--- src/rtl/sram_access_arbiter.sv ---
// -----------------------------------------------------------------------------
// sram_access_arbiter
//   Shares one single-port SRAM macro between two requesters (A: AHB-side
//   glue, B: secondary master such as DMA or a boot loader). Requests are
//   arbitrated round-robin. Each granted access is sequenced with a fixed read
//   latency and completed with a one-cycle ack on the granted port.
//   Out-of-range addresses complete with an error ack and never touch the SRAM.
//
// Ports
//   clk, n_rst                 clock, asynchronous active-low reset
//   a_req/a_we/a_addr/a_be/a_wdata   port A request (held until a_ack)
//   a_ack/a_err/a_rdata        port A completion pulse, error flag, read data
//   b_*                        same as port A, for port B
//   sram_ce/sram_we/sram_addr/sram_be/sram_wdata   SRAM command (registered)
//   sram_rdata                 SRAM read data, valid RD_LAT cycles after ce
// -----------------------------------------------------------------------------
module sram_access_arbiter #(
  parameter int unsigned ADDR_W    = 10,
  parameter int unsigned NUM_WORDS = 1024,
  parameter int unsigned RD_LAT    = 2
) (
  input  logic              clk,
  input  logic              n_rst,
  input  logic              a_req,
  input  logic              a_we,
  input  logic [ADDR_W-1:0] a_addr,
  input  logic [3:0]        a_be,
  input  logic [31:0]       a_wdata,
  output logic              a_ack,
  output logic              a_err,
  output logic [31:0]       a_rdata,
  input  logic              b_req,
  input  logic              b_we,
  input  logic [ADDR_W-1:0] b_addr,
  input  logic [3:0]        b_be,
  input  logic [31:0]       b_wdata,
  output logic              b_ack,
  output logic              b_err,
  output logic [31:0]       b_rdata,
  output logic              sram_ce,
  output logic              sram_we,
  output logic [ADDR_W-1:0] sram_addr,
  output logic [3:0]        sram_be,
  output logic [31:0]       sram_wdata,
  input  logic [31:0]       sram_rdata
);

  typedef enum logic [1:0] {
    IDLE,
    ACCESS,
    WAIT,
    DONE
  } state_t;

  // WAIT lasts RD_LAT-1 cycles, so the counter starts one below that and the
  // capture happens on the edge where it reads zero.
  localparam logic [2:0] WAIT_INIT = (RD_LAT >= 2) ? 3'(RD_LAT - 2) : 3'd0;

  state_t            state;
  logic              last_b;   // 1: last grant went to B
  logic              cur_b;    // 1: access in flight belongs to B
  logic              cur_we;
  logic [2:0]        cnt;

  logic              pick_b;
  logic              sel_we;
  logic [ADDR_W-1:0] sel_addr;
  logic [3:0]        sel_be;
  logic [31:0]       sel_wdata;
  logic              sel_oor;

  // Round-robin: on a tie, the port that did not win last time is granted.
  always_comb begin
    pick_b    = b_req & (~a_req | ~last_b);
    sel_we    = pick_b ? b_we    : a_we;
    sel_addr  = pick_b ? b_addr  : a_addr;
    sel_be    = pick_b ? b_be    : a_be;
    sel_wdata = pick_b ? b_wdata : a_wdata;
    sel_oor   = (32'(sel_addr) >= NUM_WORDS);
  end

  always_ff @(posedge clk or negedge n_rst) begin
    if (!n_rst) begin
      state      <= IDLE;
      last_b     <= 1'b1;
      cur_b      <= 1'b0;
      cur_we     <= 1'b0;
      cnt        <= '0;
      a_ack      <= 1'b0;
      a_err      <= 1'b0;
      a_rdata    <= '0;
      b_ack      <= 1'b0;
      b_err      <= 1'b0;
      b_rdata    <= '0;
      sram_ce    <= 1'b0;
      sram_we    <= 1'b0;
      sram_addr  <= '0;
      sram_be    <= '0;
      sram_wdata <= '0;
    end else begin
      sram_ce <= 1'b0;
      sram_we <= 1'b0;
      a_ack   <= 1'b0;
      b_ack   <= 1'b0;
      a_err   <= 1'b0;
      b_err   <= 1'b0;

      case (state)
        IDLE: begin
          if (a_req || b_req) begin
            cur_b  <= pick_b;
            last_b <= pick_b;
            cur_we <= sel_we;
            if (sel_oor) begin
              state <= DONE;
              a_ack <= ~pick_b;
              b_ack <= pick_b;
              a_err <= ~pick_b;
              b_err <= pick_b;
            end else begin
              state      <= ACCESS;
              sram_ce    <= 1'b1;
              sram_we    <= sel_we;
              sram_addr  <= sel_addr;
              sram_be    <= sel_be;
              sram_wdata <= sel_wdata;
            end
          end
        end

        ACCESS: begin
          if (cur_we || RD_LAT == 1) begin
            state <= DONE;
            a_ack <= ~cur_b;
            b_ack <= cur_b;
            if (!cur_we) begin
              if (cur_b) b_rdata <= sram_rdata;
              else       a_rdata <= sram_rdata;
            end
          end else begin
            state <= WAIT;
            cnt   <= WAIT_INIT;
          end
        end

        WAIT: begin
          if (cnt == '0) begin
            state <= DONE;
            a_ack <= ~cur_b;
            b_ack <= cur_b;
            if (cur_b) b_rdata <= sram_rdata;
            else       a_rdata <= sram_rdata;
          end else begin
            cnt <= cnt - 3'd1;
          end
        end

        DONE: begin
          state <= IDLE;
        end

        default: begin
          state <= IDLE;
        end
      endcase
    end
  end

endmodule

--- config.mk ---
export PLATFORM = sky130hd
export DESIGN_NAME = sram_access_arbiter
export DESIGN_NICKNAME = d
export VERILOG_FILES = /design/src/rtl/sram_access_arbiter.sv
export SDC_FILE = /design/constraint.sdc
export NUM_CORES = 1
export LEC_CHECK = 0
export CORE_MARGIN = 1
export CORE_UTILIZATION = 43
export CTS_BUF_LIST = sky130_fd_sc_hd__clkbuf_2 sky130_fd_sc_hd__clkbuf_4 sky130_fd_sc_hd__clkbuf_8
export DETAILED_ROUTE_END_ITERATION = 6
export PLACE_DENSITY_LB_ADDON = 0.05
export SKIP_LAST_GASP = 1
export SYNTH_ARGS = -nofsm -noshare
export SYNTH_HDL_FRONTEND = slang
export SYNTH_SLANG_ARGS = --single-unit
--- constraint.sdc ---
create_clock -name clk -period 2.6 [get_ports clk]
set_clock_uncertainty 0.2 [all_clocks]
set_input_delay 0.39 -clock clk [delete_from_list [all_inputs] [get_ports clk]]
set_output_delay 0.39 -clock clk [all_outputs]
set_load 0.03 [all_outputs]
==> metrics.md <==
| Metric | Value |
|---|---|
| Vias per inst | `approximately 5` |
| RSZ-0062 raised after global routing | `false` |
| HP Class | `in -> async` |
| Met3 usage | `0.0959` |
| Layout Cells excl Fill | `881` |
| Worst-skew pair later-pin latency | `0.42 ns` |
| Initial antenna violation count | `0` |
| Status | `completed` |
| CTS tree | `yes` |
| Max-cap violations | `0` |
| Worst hold slack | `0.289 ns` |
| Maximum clock frequency | `between 0.4 and 0.5 GHz` |
| Layout net count | `roughly 840` |
| Reg2reg end | `b_rdata[1]` |
| Reg2Reg Depth | `5` |
| Post-DP HPWL | `a little over 10000 µm` |
| Ys async rst share | `1.00` |
| Cell accounting for the most synthesized area | `dfrtp_1` |
| Row count | `40` |
| Minimum clock period | `2.26 ns` |
| Crit path from | `state[0]` |
| Number of port buffers | `around 240` |
| Dpl ws | `~0.35 ns` |
| Max-slew headroom | `0.578` |
| Vias in the first global route | `4679` |
| Slew @ Worst Pin | `approximately 0.63 ns` |
| Post-CTS Setup Bufs | `0` |
| GRT Resource Usage Total | `0.234` |
| Post-synth EDFFs | `0` |
| Yosys cell types | `37` |
| Via count | `~4400` |
| Largest net degree at the start of global routing | `47` |
| GP Congestion | `a little under 0.8` |
| Worst setup SP type | `flop` |
| Main flop type after synthesis | `dfrtp_1` |
| PD cells | `between 1000 and 1500 mW/mm²` |
| CP endpoint | `b_rdata[1]` |
| Clk slew on worst S/H paths | `0.07 ns` |
| Die width | `113 µm` |
| Placed Area | `between 0.007 and 0.008 mm²` |
| CP arrival | `approximately 2.4 ns` |
| Worst vdd ir | `around 0.7 mV` |
| Seq cells post-synth | `122` |
| GRT Residual Overflow | `0` |
| Crit Path Category | `reg -> reg` |
| Final setup violation count | `0` |
| Commonest non-fill, non-tap cells in the layout | `242 x clkdlybuf4s50_1, 121 x dfrtp_1, 95 x a21oi_1` |
| Die area | `0.0128 mm²` |
| First DRT Iteration DRCs | `around 180` |
| Area contributors post-synth | `dfrtp_1 57%, mux2_4 14%, a21oi_1 8.9%` |
| Post-layout util | `0.691` |
| Crit end category | `flop` |
| First-pass GRT wire length | `~23000 µm` |
| Synth Area per Inst | `11.7 µm²` |
| # DRC | `0` |
| Area Growth Syn to Fin | `56.4%` |
| Die Height | `between 100 and 150 µm` |
| Share of layout cells above drive strength 1 | `0.163` |
| Total Wirelength | `approximately 14000 µm` |
| CP required | `around 2.7 ns` |
| Htree depth | `4` |
| Yosys Warn Count | `0` |
| Final Hold Viols | `0` |
| Filler cells | `a little over 900` |
| Inst Count DP | `about 850` |
| Pwr Total | `about 11 mW` |
| R2R Path Start | `state[0]` |
| Clk buf depth | `2` |
| Yosys top cell area share | `0.568` |
| Leak | `3.65 nW` |
| Reg2reg setup slack | `roughly 0.34 ns` |
| Cell Area, Synth | `about 0.0053 mm²` |
| Commonest non-fill, non-tap cell in the layout | `clkdlybuf4s50_1` |
| CTS Sinks | `122` |
| Remaining antenna violation count | `0` |
| First drt pass iteration count | `4` |
| IO Count | `between 200 and 250` |
| Post-CTS Hold Buffers | `1` |
| Initial Util | `0.442` |
| Met2 GRT Util | `0.375` |
| Setup TNS Final | `0 ns` |
| Gr busiest metal | `met2` |
| WL/cell | `16.3 µm` |
| Post-CTS resize count | `0` |
| Critical Path Fanout Max | `32` |
| Sequential share of the synthesized area | `0.573` |
| Ant. Diodes | `0` |
| Core Footprint | `approximately 0.012 mm²` |
| Met1 Usage GRT | `0.271` |
| Tcrit/Tclk final | `0.869` |
| CTS Root Cell | `clkbuf_8` |
| Final worst slack | `between 0.3 and 0.4 ns` |
| Fin. max-slew vios | `0` |
| Synth Instances | `454` |
| CTS Buf Count | `17` |
| Final instance area | `~0.0083 mm²` |
## worst min-delay path by stage
stage,cells past startpoint,slack (ns),endpoint,startpoint
2_1_floorplan,0,-0.11,a_ack,n_rst
3_3_place_gp,1,0.21,a_rdata[19],n_rst
3_5_place_dp,1,0.21,b_rdata[19],n_rst
4_1_cts,3,0.26,sram_wdata[17],a_wdata[17]
5_1_grt,3,0.29,sram_wdata[15],a_wdata[15]
6_report,2,0.29,a_rdata[19],n_rst
## power breakdown
group	internal [mW]	total [mW]	switching (mW)	leakage, nW
logic	2.99	6.38	3.40	2.06
clock network	0.752	1.51	0.753	0.174
registers	2.86	3.41	0.553	1.41
## state kept, by name, indices dropped and copies added, names as in the netlist
signal	cells
a_ack	1
a_rdata	32
b_ack	1
b_rdata	32
cnt	3
cur_b	1
cur_we	1
last_b	1
sram_addr	10
sram_be	4
sram_ce	1
sram_wdata	32
sram_we	1
state	2
## critical path: stages, from the launching register on
cell and delay [ns]:
dfrtp_1 0.40, inv_1 0.12, ha_1 0.35, and3b_2 0.29, nand2_4 0.34, mux2_4 0.43
## final cells by class
cell class	count	area (µm²)	area share
inverter	7	26.3	0.00315
sequential	122	3050	0.366
timing repair buffer	255	2600	0.312
multi-input combinational	297	2090	0.250
clock inverter	10	70.1	0.00841
tap	168	210	0.0252
clock buffer	22	290	0.0348
## synth_stat cells, types with 2 or more instances
| cell type | instances |
|---|---|
| mux2_4 | 50 |
| a21oi_1 | 95 |
| buf_4 | 3 |
| ha_1 | 5 |
| clkbuf_1 | 6 |
| nand2_1 | 49 |
| dfrtp_1 | 121 |
| mux2i_1 | 2 |
| o211ai_1 | 2 |
| inv_2 | 2 |
| o21ai_0 | 5 |
| inv_1 | 5 |
| mux2_1 | 3 |
| o21ai_1 | 2 |
| mux2_2 | 12 |
| nor2_1 | 53 |
| buf_6 | 7 |
| buf_2 | 13 |
## logic make-up (layout without fill, tap and decap cells)
kind of cell,after synthesis,in the layout,share of synthesized area
adder cells (fa/ha/maj),5,5,0.0117
multiplexers,67,67,0.176
flip-flops,122,122,0.573
AO/OA/AOI/OAI,111,111,0.109
buffers and inverters,36,294,0.0404
AND/OR/NAND/NOR,112,112,0.0885
other,1,2,0.000704
## per-layer routing
| metal | wire length [µm] | up-vias |
|---|---|---|
| met5 | 0 | - |
| met1 | 5860 | 2134 |
| met4 | 367 | 0 |
| met3 | 1260 | 29 |
| li1 | - | 2037 |
| met2 | 6890 | 192 |
(Power assumes the default switching activity.)
